File: src/rtl/muldiv_pkg.sv
`default_nettype none
// ============================================================================
// Module   : muldiv_pkg
// Purpose  : Shared types and helpers for the iterative multiply/divide engine.
// Revision : 1.0
// ============================================================================
package muldiv_pkg;

  localparam int MULDIV_WIDTH = 32;
  localparam int CNT_W        = $clog2(MULDIV_WIDTH);

  typedef enum logic [1:0] {
    MULT  = 2'b00,
    MULTU = 2'b01,
    DIV   = 2'b10,
    DIVU  = 2'b11
  } op_t;

  typedef enum logic [1:0] {
    IDLE  = 2'b00,
    CALC  = 2'b01,
    FIX   = 2'b10,
    WRITE = 2'b11
  } state_t;

  function automatic logic op_is_div(input op_t o);
    return o[1];
  endfunction

  function automatic logic op_is_signed(input op_t o);
    return ~o[0];
  endfunction

endpackage
`default_nettype wire

File: src/rtl/muldiv_signfix.sv
`default_nettype none
// ============================================================================
// Module   : muldiv_signfix
// Purpose  : Restores result signs for signed ops and forces divide-by-zero.
// Revision : 1.0
// ============================================================================
module muldiv_signfix #(
  parameter int WIDTH = 32
) (
  input  logic             is_div,
  input  logic             is_signed,
  input  logic             sa,
  input  logic             sb,
  input  logic             div0,
  input  logic [WIDTH-1:0] araw,
  input  logic [WIDTH-1:0] hi,
  input  logic [WIDTH-1:0] lo,
  output logic [WIDTH-1:0] fhi,
  output logic [WIDTH-1:0] flo
);

  logic [2*WIDTH-1:0] w_prod_neg;

  assign w_prod_neg = -{hi, lo};

  always_comb begin
    fhi = hi;
    flo = lo;
    if (is_div) begin
      // A zero divisor has no trap: quotient saturates, remainder is the raw dividend.
      if (div0) begin
        fhi = araw;
        flo = '1;
      end else if (is_signed) begin
        flo = (sa ^ sb) ? -lo : lo;
        fhi = sa ? -hi : hi;
      end
    end else if (is_signed && (sa ^ sb)) begin
      {fhi, flo} = w_prod_neg;
    end
  end

endmodule
`default_nettype wire

File: src/rtl/iterative_muldiv.sv
`default_nettype none
// ============================================================================
// Module   : iterative_muldiv
// Purpose  : One-bit-per-cycle MULT/MULTU/DIV/DIVU engine with HI/LO write.
// Revision : 1.0
// ============================================================================
module iterative_muldiv
  import muldiv_pkg::*;
#(
  parameter int WIDTH = MULDIV_WIDTH
) (
  input  logic             clk,
  input  logic             reset,
  input  logic             start,
  input  op_t              op,
  input  logic [WIDTH-1:0] a,
  input  logic [WIDTH-1:0] b,
  input  logic             abort,
  output logic             busy,
  output logic             we,
  output logic [WIDTH-1:0] wdhi,
  output logic [WIDTH-1:0] wdlo
);

  localparam int c_cnt_w = $clog2(WIDTH);

  state_t             r_state, w_next;
  op_t                r_op;
  logic               r_sa, r_sb;
  logic [c_cnt_w-1:0] r_cnt;
  logic [WIDTH-1:0]   r_hi, r_lo, r_opnd, r_araw;
  logic [WIDTH-1:0]   r_wdhi, r_wdlo;

  logic               w_accept, w_last, w_sub;
  logic [WIDTH-1:0]   w_amag, w_bmag, w_fhi, w_flo;
  logic [WIDTH:0]     w_x, w_y, w_sum;

  assign w_accept = start && !abort;
  assign w_last   = (r_cnt == c_cnt_w'(WIDTH - 1));

  // Magnitudes stay unsigned WIDTH bits, so |most-negative| is representable.
  assign w_amag = (op_is_signed(op) && a[WIDTH-1]) ? -a : a;
  assign w_bmag = (op_is_signed(op) && b[WIDTH-1]) ? -b : b;

  // Shared adder: MUL adds the multiplicand to HI, DIV subtracts the divisor
  // from the left-shifted remainder.
  assign w_sub = op_is_div(r_op);
  assign w_x   = w_sub ? {r_hi, r_lo[WIDTH-1]} : {1'b0, r_hi};
  assign w_y   = (w_sub || r_lo[0]) ? {1'b0, r_opnd} : '0;
  assign w_sum = w_x + (w_y ^ {(WIDTH+1){w_sub}}) + (WIDTH+1)'(w_sub);

  always_ff @(posedge clk) begin
    if (!reset) r_state <= IDLE;
    else        r_state <= w_next;
  end

  always_comb begin
    w_next = r_state;
    busy   = (r_state != IDLE);
    we     = 1'b0;
    case (r_state)
      IDLE:  if (w_accept) w_next = CALC;
      CALC:  if (abort) w_next = IDLE; else if (w_last) w_next = FIX;
      FIX:   w_next = abort ? IDLE : WRITE;
      WRITE: begin
        w_next = IDLE;
        we     = !abort;
      end
      default: w_next = IDLE;
    endcase
  end

  always_ff @(posedge clk) begin
    if (!reset) begin
      r_op   <= MULT;
      r_sa   <= 1'b0;
      r_sb   <= 1'b0;
      r_cnt  <= '0;
      r_hi   <= '0;
      r_lo   <= '0;
      r_opnd <= '0;
      r_araw <= '0;
      r_wdhi <= '0;
      r_wdlo <= '0;
    end else begin
      case (r_state)
        IDLE: if (w_accept) begin
          r_op   <= op;
          r_sa   <= a[WIDTH-1];
          r_sb   <= b[WIDTH-1];
          r_araw <= a;
          r_cnt  <= '0;
          r_hi   <= '0;
          r_lo   <= op_is_div(op) ? w_amag : w_bmag;
          r_opnd <= op_is_div(op) ? w_bmag : w_amag;
        end
        CALC: begin
          r_cnt <= r_cnt + c_cnt_w'(1);
          if (w_sub) begin
            r_hi <= w_sum[WIDTH] ? w_x[WIDTH-1:0] : w_sum[WIDTH-1:0];
            r_lo <= {r_lo[WIDTH-2:0], ~w_sum[WIDTH]};
          end else begin
            r_hi <= w_sum[WIDTH:1];
            r_lo <= {w_sum[0], r_lo[WIDTH-1:1]};
          end
        end
        FIX: if (!abort) begin
          r_wdhi <= w_fhi;
          r_wdlo <= w_flo;
        end
        default: ;
      endcase
    end
  end

  muldiv_signfix #(.WIDTH(WIDTH)) u_signfix (
    .is_div    (op_is_div(r_op)),
    .is_signed (op_is_signed(r_op)),
    .sa        (r_sa),
    .sb        (r_sb),
    .div0      (r_opnd == '0),
    .araw      (r_araw),
    .hi        (r_hi),
    .lo        (r_lo),
    .fhi       (w_fhi),
    .flo       (w_flo)
  );

  assign wdhi = r_wdhi;
  assign wdlo = r_wdlo;

endmodule
`default_nettype wire

File: config.mk
export PLATFORM = sky130hd
export DESIGN_NAME = iterative_muldiv
export DESIGN_NICKNAME = d
export VERILOG_FILES = /design/src/rtl/muldiv_pkg.sv /design/src/rtl/muldiv_signfix.sv /design/src/rtl/iterative_muldiv.sv
export SDC_FILE = /design/constraint.sdc
export NUM_CORES = 1
export LEC_CHECK = 0
export CAP_MARGIN = 0
export CORE_MARGIN = 4
export CORE_UTILIZATION = 29
export DETAILED_ROUTE_END_ITERATION = 8
export PLACE_DENSITY_LB_ADDON = 0.25
export SETUP_SLACK_MARGIN = 0.4
export SYNTH_ARGS = -nofsm -noshare
export SYNTH_HDL_FRONTEND = slang
export SYNTH_SLANG_ARGS = --single-unit
File: constraint.sdc
create_clock -name clk -period 3.7 [get_ports clk]
set_input_delay 0.37 -clock clk [delete_from_list [all_inputs] [get_ports clk]]
set_output_delay 0.37 -clock clk [all_outputs]
set_load 0.02 [all_outputs]
Yosys cells after proc, flatten, opt, wreduce, memory -nomap -nowiden
Cells that the tools add are included.
{ "classes": {"addsub": 8, "mul": 0, "div": 0, "magnitude_cmp": 0, "n_eq_ne": 6, "shift": 0, "n_mux": 31, "bitwise": 6, "n_reduce_logical": 14} }
{ "ops": {"columns": ["op", "count"], "rows": [
  ["32-bit 2-to-1 mux", 20],
  ["32-bit negator", 4],
  ["32-bit one-hot mux with 2 select lines", 2],
  ["64-bit negator", 1],
  ["33-bit by 1-bit adder with 33-bit output", 1],
  ["33-bit adder", 1],
  ["33-bit 2-to-1 mux", 1],
  ["32-bit by 33-bit bitwise XOR with 33-bit output", 1],
  ["32-bit zero test", 1],
  ["5-bit one-hot mux with 2 select lines", 1],
  ["2-bit 2-to-1 mux", 4],
  ["2-bit one-hot mux with 4 select lines", 1],
  ["2-bit AND reduction", 4],
  ["5-bit by 1-bit adder with 5-bit output, second input constant", 1],
  ["5-bit == test, second input constant", 1],
  ["5-bit 2-to-1 mux", 1],
  ["2-bit == test, second input constant", 2],
  ["1-bit logical AND", 4],
  ["1-bit NOT", 4],
  ["2-bit nonzero test", 2],
  ["3-bit inequality test, second input constant", 1],
  ["2-bit by 1-bit == test with 1-bit output, second input constant", 1],
  ["2-bit zero test", 1],
  ["2-bit inequality test, second input constant", 1],
  ["4 further kinds", 4]
]} }
{ "totals": {"regBits": 203, "latchBits": 0, "mem_bits_rw": 0, "romBits": 0, "output_inout_bits": 66, "elab_cells": 76, "n_memories": 0} }

Longest topological paths before layout
Gate-level depths: netlist of the first run.
{ "depth": {"ltp_word": 8, "depth_mapped": 19, "depth_no_buf": 13} }

By module
A second synthesis of the first run with hierarchy kept.
{ "hier_totals": {"cells_unflattened": 2142, "area_unflattened_um2": 15352.2} }
{ "by_module_without_submodules": {"columns": ["module", "instances", "cells_each", "area_per_inst_um2", "seq_area_each_um2"], "rows": [
  ["iterative_muldiv", 1, 1631, 12336.8, 4043.9],
  ["muldiv_signfix", 1, 511, 3015.4, 0.0]
]} }

Worst setup path before layout of the first run
OpenSTA, ideal clock, no wires.
{ "synth_timing": {"kind": "register -> register", "from": "reg r_op[1]", "to": "reg r_hi[26]", "setup_time_ps": 122, "arrival_time_ps": 3947, "setup_slack_ps": -369, "stages_incl_launch_ff": 15, "n_path_buf": 4, "cell_sequence": "dfxtp_1 -> buf_2 -> buf_1 -> buf_1 -> mux2_2 -> ha_1 -> a21o_1 -> a221o_1 -> o221ai_2 -> a21oi_2 -> o311ai_2 -> or2_1 -> buf_2 -> mux2_2 -> a221o_1"} }
{ "synth_between": {"elab_chain_cells": 8} }
{ "synth_rtl": {"columns": ["element", "line", "rtl"], "rows": [
  ["start, declared", "iterative_muldiv.sv:28", "op_t r_op;"],
  ["start signal, assigned", "iterative_muldiv.sv:88", "r_op <= op;"],
  ["1-bit logical OR", "iterative_muldiv.sv:49", "assign w_y = (w_sub || r_lo[0]) ? {1'b0, r_opnd} : '0;"],
  ["32-bit 2-to-1 mux", "iterative_muldiv.sv:49", null],
  ["32-bit by 33-bit bitwise XOR with 33-bit output", "iterative_muldiv.sv:50", "assign w_sum = w_x + (w_y ^ {(WIDTH+1){w_sub}}) + (WIDTH+1)'(w_sub);"],
  ["33-bit adder", "iterative_muldiv.sv:50", null],
  ["33-bit by 1-bit adder with 33-bit output", "iterative_muldiv.sv:50", null],
  ["32-bit 2-to-1 mux", "iterative_muldiv.sv:100", "r_hi <= w_sum[WIDTH] ? w_x[WIDTH-1:0] : w_sum[WIDTH-1:0];"],
  ["32-bit 2-to-1 mux *", "iterative_muldiv.sv:99", "if (w_sub) begin"],
  ["32-bit one-hot mux with 2 select lines *", "iterative_muldiv.sv:86", "case (r_state)"],
  ["end signal, assigned", "iterative_muldiv.sv:100", null],
  ["end signal, assigned", "iterative_muldiv.sv:103", "r_hi <= w_sum[WIDTH:1];"],
  ["end, declared", "iterative_muldiv.sv:31", "logic [WIDTH-1:0] r_hi, r_lo, r_opnd, r_araw;"]
]} }
Every way passes the cells marked *; elsewhere a longest branch is shown, timed or not.
A chain may end at the register's enable or synchronous reset.

Worst setup path after layout of the first run
Ends and elaborated chain as after synthesis.

==> impl_metrics.csv, run 1 <==
group,metric,value,unit
placement,dp_hpwl,48600,um
layout,n_antenna_cell,0,
die,die_area,0.0574,sq mm
route,first_pass_iters,5,
setup_path,slowest_stage,"dfxtp_4",
global_route,globalRouteTotalUtil,0.212,
die,initial_core_util,0.294,
synthesis,async_reset_ff_frac,0,
placement,port_buffers,135,
outcome,status,"complete, no violations",
route,wl,64200,um
setup_path,crit_path_end_kind,"flip-flop",
synthesis,synthCells,2085,
hold_path,min_path_type,"in2reg",
synthesis,ys_seq_elements,202,
layout,final_util,0.370,
sta,hold_viol_final,0,
pwr,p_sw,2.03,mW
layout,drive_above_1_share,0.152,
hold_path,min_from,"reset",
setup_path,critical_path_arrival,3.88,ns
sta,clock_skew,0.0317,ns
synthesis,synth_top_cell_area_share,0.260,
route,drc,0,
clock_network,htreeDepth,1,
synthesis,synth_top_area_cell,"dfxtp_1",
layout,final_nets,2324,
global_route,grt-ovfl-total,0,
global_route,antenna_found_initial,2,
clock_network,clkTransAtPathRegs,0.07,ns
synthesis,ys_types,89,
pwr,switching_share,0.310,
synthesis,synth_most_common_cell,"nand2_1",
sta,finalSetupViolCount,0,
synthesis,synthTopCellsByCount,"231 x nand2_1, 208 x a21oi_1, 205 x o21ai_0",
synthesis,yosysSeqAreaShare,0.260,
pwr,p_comb_frac,0.219,
sta,drv_slew,0,
synthesis,syn_avg_cell_area,7.46,sq um
clock_network,cts.sinks,202,
clock_network,clkLatencyLatePin,0.56,ns
route,drt.antenna.violating_nets,0,
job,maxCapViolations,0,
setup_path,crit_top_cell,"a221o_1",
route,viasPerCell,5.63,
hold_path,whs_path_depth,3,
setup_path,r2r_cells,13,
route,dr.first_iter.drc_count,1535,
setup_path,rr_endpoint,"r_hi[26]$_SDFFE_PN0P_",
die,row_count,84,
die,core-area,0.0529,sq mm
route,wire_per_inst,22.0,um
setup_path,path_cells,"buf_12 > buf_16 > a31oi_4 > nor2_2 > fa_2 > a21o_1 > a221o_1 > o221ai_2 > a21oi_2 > o311ai_2 > or2_4 > mux2_4 > a221o_1",
pwr,pwr-share-seq,0.363,
clock_network,cts_made_buffers,24,
global_route,grt_pass1_vias,15200,
clock_network,cts-root-buf,"clkbuf_16",
pwr,peakVddDrop,0.284,mV
sta,setup_tns,0,ns
sta,clock.fmax,0.289,GHz
die,die_h,240,um
setup_path,reg2reg_slack,0.25,ns
setup_path,rr_startpoint,"r_op[1]$_SDFFE_PN0P_",
synthesis,synth_warnings,0,
synthesis,netlist_area,0.0155,sq mm
synthesis,syn-num-nets,2193,
sta,worst_pin_slew,1.07,ns
clock_network,cts_tree,"done",
clock_network,cts.path.max_buffers,3,
route,dr_total_vias,16400,
die,num_io_pins,136,
die,die_w,240,um
global_route,grt_max_degree,119,
clock_network,postCtsHoldBufs,0,
setup_path,crit_required,4.13,ns
pwr,p_leak,7.50,nW
setup_path,critPathTopFamily,"compound AO/OA/AOI/OAI gates",
global_route,grt_pass1_wl,95400,um
hold_path,hold_end,"wdhi[0]$_SDFFE_PN0P_",
sta,holdWs,0.363,ns
setup_path,startpoint_type,"flip-flop",
setup_path,cp_slowest_stage_delay,0.43,ns
synthesis,ys.flop_type,"dfxtp_1",
pwr,p_int,4.52,mW
placement,place_congestion,0.933,
layout,area_delta_synth_final,25.7,%
setup_path,critPathKind,"reg2reg",
sta,fin_crit_sh,0.934,
setup_path,path_max_fanout,7,
pwr,clock_power_share,0.418,
sta,slew_headroom,0.288,
sta,rsz0062_at_grt,"yes",
synthesis,netlist_top_cells_area,"dfxtp_1 26%, a21oi_1 6.7%, o21ai_0 6.6%",
sta,finalCriticalPeriod,3.45,ns
synthesis,synth_edf_count,0,
pwr,p_per_area,335,mW/mm^2
setup_path,cp.buffers_inverters,2,
## tightest hold or removal path: cells and delay by family
kind	cells	cell delay, ns
simple gates	2	0.19
buf+inv	1	0.28
## flip-flops by register name, indices dropped and copies added (netlist names)
register and cells:
r_cnt 5, r_op 2, r_sb 1, r_hi 32
r_araw 31, r_state 2, r_opnd 32, r_lo 32
r_sa 1, wdlo 32, wdhi 32
## timing repair
item	4_1_cts	5_1_grt
setup endpoints to repair	33	35
buffers inserted	12	7
resized for setup	35	33
pin swaps	9	7
cloned	4	2
## stage by stage
| step | instance area (sq um) | std cells | worst slack (ns) | total power, mW |
|---|---|---|---|---|
| floorplan | 15800 | 2085 | 0.246 | 3.27 |
| global placement | 18100 | 2853 | 0.148 | 3.78 |
| detailed placement | 18100 | 2853 | 0.0680 | 3.79 |
| CTS | 19300 | 2912 | 0.265 | 6.57 |
| global route | 19500 | 2921 | 0.0883 | 6.80 |
| finish | 19500 | 2921 | 0.246 | 6.56 |
## how the worst max path moves through the flow
| stage | from | to | slack [ns] | depth (start not counted) |
|---|---|---|---|---|
| 2_1_floorplan | r_op[1]$_SDFFE_PN0P_ | r_hi[26]$_SDFFE_PN0P_ | 0.25 | 15 |
| 6_report | r_op[1]$_SDFFE_PN0P_ | r_hi[26]$_SDFFE_PN0P_ | 0.25 | 13 |
| 5_1_grt | r_op[1]$_SDFFE_PN0P_ | r_hi[26]$_SDFFE_PN0P_ | 0.09 | 14 |
| 3_3_place_gp | r_op[1]$_SDFFE_PN0P_ | r_hi[12]$_SDFFE_PN0P_ | 0.15 | 13 |
| 4_1_cts | r_op[1]$_SDFFE_PN0P_ | r_hi[31]$_SDFFE_PN0P_ | 0.27 | 13 |
| 3_5_place_dp | r_op[1]$_SDFFE_PN0P_ | r_hi[12]$_SDFFE_PN0P_ | 0.07 | 14 |
## cell type report
cell class | count | area, sq um
Clock buffer | 29 | 671
Inverter | 26 | 106
Tap cell | 688 | 861
Timing Repair Buffer | 297 | 2770
Sequential cell | 202 | 4050
Multi-Input combinational cell | 1665 | 10900
Clock inverter | 14 | 239
Fill cell | 5494 | 33300
## power groups by stage
stage / Clock, mW / Sequential [mW] / Combinational, mW
after global placement: 0 / 2.42 / 1.36
after floorplan: 0 / 2.35 / 0.915
final: 2.74 / 2.38 / 1.43
after detailed placement: 0 / 2.42 / 1.37
after global routing: 2.86 / 2.39 / 1.55
after CTS: 2.79 / 2.37 / 1.40
## routing by layer
layer / part of all wire / up-vias / track usage
met5: 0.00033 / - / 0
met4: 0.020 / 4 / 0.0394
met3: 0.074 / 86 / 0.0351
met2: 0.43 / 619 / 0.321
met1: 0.48 / 7945 / 0.319
li1: - / 7789 / -
## cell families after synthesis
| group | count (synthesis) | synth area share |
|---|---|---|
| AOI/OAI and AO/OA | 706 | 0.280 |
| and+or+nand+nor | 650 | 0.202 |
| buffers and inverters | 218 | 0.0630 |
| DFF | 202 | 0.260 |
| xor gates and xnor gates | 176 | 0.0992 |
| muxes | 95 | 0.0651 |
| adders and majority gates | 38 | 0.0311 |
## layout by cell type, fill, tap and decap left out, drive strengths merged, types with 6 or more instances in the layout
cell type,count
bufinv,6
nand2b,11
inv,25
nand3,72
clkbuf,31
o21ai,207
clkinv,8
buf,162
nor3,38
nand4,16
xor2,83
o21a,10
a21oi,209
o31ai,20
clkdlybuf4s50,133
mux2i,46
and2,12
a211oi,36
o41ai,7
a22oi,23
nand2,231
o221ai,16
a21boi,50
or4,16
mux2,49
o22ai,6
xnor2,93
dfxtp,202
nor2b,25
ha,37
a21o,12
and3,20
nor2,152
a31oi,35
nor4,27
o211ai,26
o311ai,6
(Power assumes the default switching activity.)
==> run 2: changes to the inputs <==
--- a/config.mk
+++ b/config.mk
@@ -11,6 +11,7 @@
 export DETAILED_ROUTE_END_ITERATION = 8
 export PLACE_DENSITY_LB_ADDON = 0.25
 export SETUP_SLACK_MARGIN = 0.4
+export SLEW_MARGIN = 40
 export SYNTH_ARGS = -nofsm -noshare
 export SYNTH_HDL_FRONTEND = slang
 export SYNTH_SLANG_ARGS = --single-unit
==> impl_metrics.csv, run 2 (synthesis results as in run 1) <==
group,metric,value,unit
outcome,status,"complete, no violations",
setup_path,path_max_fanout,15,
placement,port_buffers,135,
sta,worst_pin_slew,0.835,ns
pwr,p_per_area,336,mW/mm^2
layout,fin_cells,2919,
clock_network,htreeDepth,1,
die,core-area,0.0529,sq mm
pwr,finalPower,6.56,mW
placement,dp.cells,2853,
setup_path,crit_required,4.09,ns
route,drc,0,
layout,final_common_cell,"nand2_1",
setup_path,crit_path_end_kind,"flip-flop",
layout,final_nets,2320,
clock_network,cts_made_buffers,24,
route,drt.antenna.violating_nets,0,
global_route,globalRouteTotalUtil,0.213,
hold_path,min_path_type,"in2reg",
placement,dp_hpwl,48600,um
job,maxCapViolations,0,
sta,clock_skew,0.0337,ns
clock_network,cts.sinks,202,
layout,final_cell_mix,"229 x nand2_1, 201 x dfxtp_1, 199 x a21oi_1",
die,num_io_pins,136,
setup_path,critPathKind,"reg2reg",
die,die_h,240,um
setup_path,startpoint_type,"flip-flop",
sta,holdWs,0.361,ns
sta,rsz0062_at_grt,"yes",
clock_network,clkLatencyLatePin,0.56,ns
route,dr.first_iter.drc_count,1629,
route,dr_total_vias,16400,
clock_network,cts.path.max_buffers,3,
sta,clock.fmax,0.290,GHz
placement,place_congestion,0.933,
sta,drv_slew,0,
global_route,grt_max_degree,119,
clock_network,clkTransAtPathRegs,0.07,ns
layout,area_delta_synth_final,25.6,%
sta,setup_tns,0,ns
route,wl,64200,um
die,initial_core_util,0.294,
layout,drive_above_1_share,0.152,
die,die_w,240,um
sta,finalCriticalPeriod,3.45,ns
placement,place_area,0.0181,sq mm
pwr,peakVddDrop,0.288,mV
pwr,p_leak,7.47,nW
route,viasPerCell,5.61,
sta,hold_viol_final,0,
clock_network,cts_tree,"done",
layout,fin_area,0.0195,sq mm
clock_network,cts-root-buf,"clkbuf_16",
sta,finalSetupViolCount,0,
setup_path,critical_path_arrival,3.84,ns
die,row_count,84,
sta,fin_crit_sh,0.932,
global_route,antenna_found_initial,4,
global_route,grt_pass1_wl,95000,um
global_route,grt-ovfl-total,0,
route,first_pass_iters,5,
route,wire_per_inst,22.0,um
die,die_area,0.0574,sq mm
sta,slew_headroom,0.443,
global_route,grt_pass1_vias,15100,
-- run 2: cell type report --
type | count | area (sq um)
diodes | 3 | 7.51
fillers | 5498 | 33300
flip-flops and latches | 202 | 4050
well taps | 688 | 861
inverters | 26 | 106
repair buffers | 293 | 2720
multi-input cells | 1665 | 10900
clock buffers | 28 | 646
clock inverters | 14 | 256
-- run 2: where the power goes --
| part | total [mW] | internal [mW] | leakage, nW | switching (mW) |
|---|---|---|---|---|
| logic | 1.43 | 0.557 | 5.38 | 0.872 |
| clock network | 2.75 | 1.73 | 0.448 | 1.02 |
| registers | 2.38 | 2.25 | 1.64 | 0.129 |
-- run 2: path summary, 6_finish.rpt --
path,start,endpoint,slack (ns),cells past startpoint
setup / recovery,r_op[1]$_SDFFE_PN0P_,r_hi[22]$_SDFFE_PN0P_,0.25,15
hold / removal,reset,r_araw[2]$_SDFFE_PN0P_,0.36,2
setup reg to reg,r_op[1]$_SDFFE_PN0P_,r_hi[22]$_SDFFE_PN0P_,0.25,15
hold reg to reg,wdhi[11]$_SDFFE_PN0P_,wdhi[11]$_SDFFE_PN0P_,0.45,2
-- run 2: critical path: stages (launching register included) --
cell and delay, ns:
dfxtp_4 0.41, buf_12 0.14, buf_16 0.13, a31oi_4 0.16, nor2_2 0.07, fa_2 0.35, a21o_1 0.20, a221o_1 0.37
o221ai_2 0.23, a21oi_2 0.13, o311ai_2 0.28, or2_4 0.24, buf_12 0.19, buf_4 0.13, mux2i_1 0.16, o21ai_0 0.08
-- run 2: routing by layer --
metal  vias to the layer above  share of wire  track usage
met2                       600           0.42        0.314
met3                        88          0.076       0.0428
met1                      7877           0.48        0.314
met5                         -        0.00053            0
li1                       7793              -            -
met4                         4          0.026       0.0552
-- run 2: stage by stage --
stage / worst slack (ns) / utilization
6_report: 0.251 / 0.369
4_1_cts: 0.285 / 0.366
5_1_grt: 0.162 / 0.369
3_3_place_gp: 0.148 / 0.342
3_5_place_dp: 0.0653 / 0.342
2_1_floorplan: 0.246 / -
-- run 2: what timing repair did --
item	CTS	global route
setup endpoints to repair	33	35
gates cloned	4	1
setup buffers	12	4
gates resized for setup	41	23
pin swaps	11	5
hold buffers	0	0
==> run 3: changes to the inputs <==
--- a/config.mk
+++ b/config.mk
@@ -6,7 +6,7 @@
 export NUM_CORES = 1
 export LEC_CHECK = 0
 export CAP_MARGIN = 0
-export CORE_MARGIN = 4
+export CORE_MARGIN = 10
 export CORE_UTILIZATION = 29
 export DETAILED_ROUTE_END_ITERATION = 8
 export PLACE_DENSITY_LB_ADDON = 0.25
==> impl_metrics.csv, run 3 (synthesis results as in run 1) <==
group,metric,value,unit
global_route,antenna_found_initial,3,
sta,drv_slew,0,
sta,setup_tns,0,ns
clock_network,cts_tree,"done",
route,wl,63100,um
pwr,p_per_area,327,mW/mm^2
die,die_w,252,um
global_route,globalRouteTotalUtil,0.189,
clock_network,cts-root-buf,"clkbuf_16",
global_route,grt_pass1_vias,15300,
pwr,p_leak,7.50,nW
die,die_h,252,um
hold_path,whs_path_depth,2,
sta,finalCriticalPeriod,3.47,ns
clock_network,cts.sinks,202,
setup_path,r2r_cells,13,
route,drt.antenna.violating_nets,0,
layout,area_delta_synth_final,27.2,%
layout,final_common_cell,"nand2_1",
layout,multi_input_area,0.0111,sq mm
layout,fin_area,0.0198,sq mm
die,core-area,0.0529,sq mm
placement,place_area,0.0180,sq mm
layout,final_cell_mix,"227 x nand2_1, 201 x dfxtp_1, 191 x a21oi_1",
route,drc,0,
placement,place_congestion,0.956,
setup_path,path_max_fanout,6,
route,wire_per_inst,21.6,um
job,maxCapViolations,0,
sta,clock_skew,0.0170,ns
layout,ff_latch_area,0.00405,sq mm
setup_path,crit_path_end_kind,"flip-flop",
clock_network,clkLatencyLatePin,0.56,ns
pwr,peakVddDrop,0.323,mV
layout,final_util,0.374,
outcome,status,"complete, no violations",
sta,rsz0062_at_grt,"yes",
layout,n_fill_cell,5396,
setup_path,startpoint_type,"flip-flop",
route,dr.first_iter.drc_count,1507,
layout,final_nets,2319,
clock_network,cts.path.max_buffers,3,
placement,dp_hpwl,47700,um
sta,finalSetupViolCount,0,
sta,slew_headroom,0.428,
clock_network,htreeDepth,1,
sta,clock.fmax,0.289,GHz
global_route,grt_max_degree,116,
setup_path,critical_path_arrival,3.90,ns
die,row_count,84,
global_route,grt_pass1_wl,94800,um
sta,fin_crit_sh,0.937,
placement,port_buffers,135,
setup_path,crit_required,4.13,ns
sta,worst_pin_slew,0.858,ns
die,initial_core_util,0.294,
sta,hold_viol_final,0,
global_route,grt-ovfl-total,0,
die,num_io_pins,136,
clock_network,postCtsHoldBufs,0,
clock_network,cts_made_buffers,26,
route,first_pass_iters,6,
layout,drive_above_1_share,0.164,
die,die_area,0.0633,sq mm
route,viasPerCell,5.57,
setup_path,critPathKind,"reg2reg",
clock_network,clkTransAtPathRegs,0.06,ns
hold_path,min_path_type,"in2reg",
route,dr_total_vias,16200,
-- run 3: cell types whose count changed in the layout (fill, tap and decap cells not counted), moves of 6 or more --
cell      delta
buf_4       -13
a21oi_2      +8
clkbuf_1     +6
a21oi_1      -8
ha_1         -8
-- run 3: area by class of cell --
| type | count | share of cell area |
|---|---|---|
| repair buffers | 290 | 0.141 |
| clock buffers | 42 | 0.0411 |
| inverters | 26 | 0.00551 |
| multi-input cells | 1665 | 0.560 |
| flip-flops and latches | 202 | 0.205 |
| well taps | 688 | 0.0435 |
| diodes | 1 | 0.000127 |
| clock inverters | 4 | 0.00373 |
-- run 3: layer usage --
layer / wire [um] / track usage / part of all wire
met1: 30200 / 0.273 / 0.48
met2: 26700 / 0.283 / 0.42
met3: 4740 / 0.0363 / 0.075
met4: 1370 / 0.0412 / 0.022
met5: 0 / 0 / 0
-- run 3: critical path: stages, from the launching register on --
cell,delay (ns)
dfxtp_4,0.41
buf_12,0.13
buf_12,0.12
and3b_2,0.22
nor2_4,0.05
fa_2,0.36
a21o_1,0.18
a221o_1,0.36
o221ai_4,0.21
a21oi_2,0.12
o311ai_2,0.30
or2_4,0.26
mux2_4,0.32
a221o_1,0.29
-- run 3: power breakdown --
group | switching [mW] | total [mW] | internal (mW)
registers | 0.119 | 2.37 | 2.25
clock network | 1.03 | 2.65 | 1.63
logic | 0.876 | 1.45 | 0.571
-- run 3: path summary, 6_finish.rpt --
kind                         start                     to  slack (ns)
max           r_op[1]$_SDFFE_PN0P_  r_hi[30]$_SDFFE_PN0P_        0.23
min                          reset   r_op[1]$_SDFFE_PN0P_        0.21
max reg2reg   r_op[1]$_SDFFE_PN0P_  r_hi[30]$_SDFFE_PN0P_        0.23
min reg2reg  wdhi[11]$_SDFFE_PN0P_  wdhi[11]$_SDFFE_PN0P_        0.46
-- run 3: repair_timing --
item	in CTS	in global routing
pin swaps	15	25
gates cloned	4	2
endpoints found under the setup margin	33	35
resized for setup	51	71
setup buffers	16	13
-- run 3: metrics by stage --
step	cells	hold WS [ns]	power (mW)	setup slack (ns)
floorplan	2085	0.440	3.27	0.246
global placement	2836	0.445	3.76	0.133
detailed placement	2836	0.455	3.77	0.0841
CTS	2902	0.190	6.46	0.293
global route	2917	0.221	6.72	0.162
finish	2918	0.214	6.47	0.234
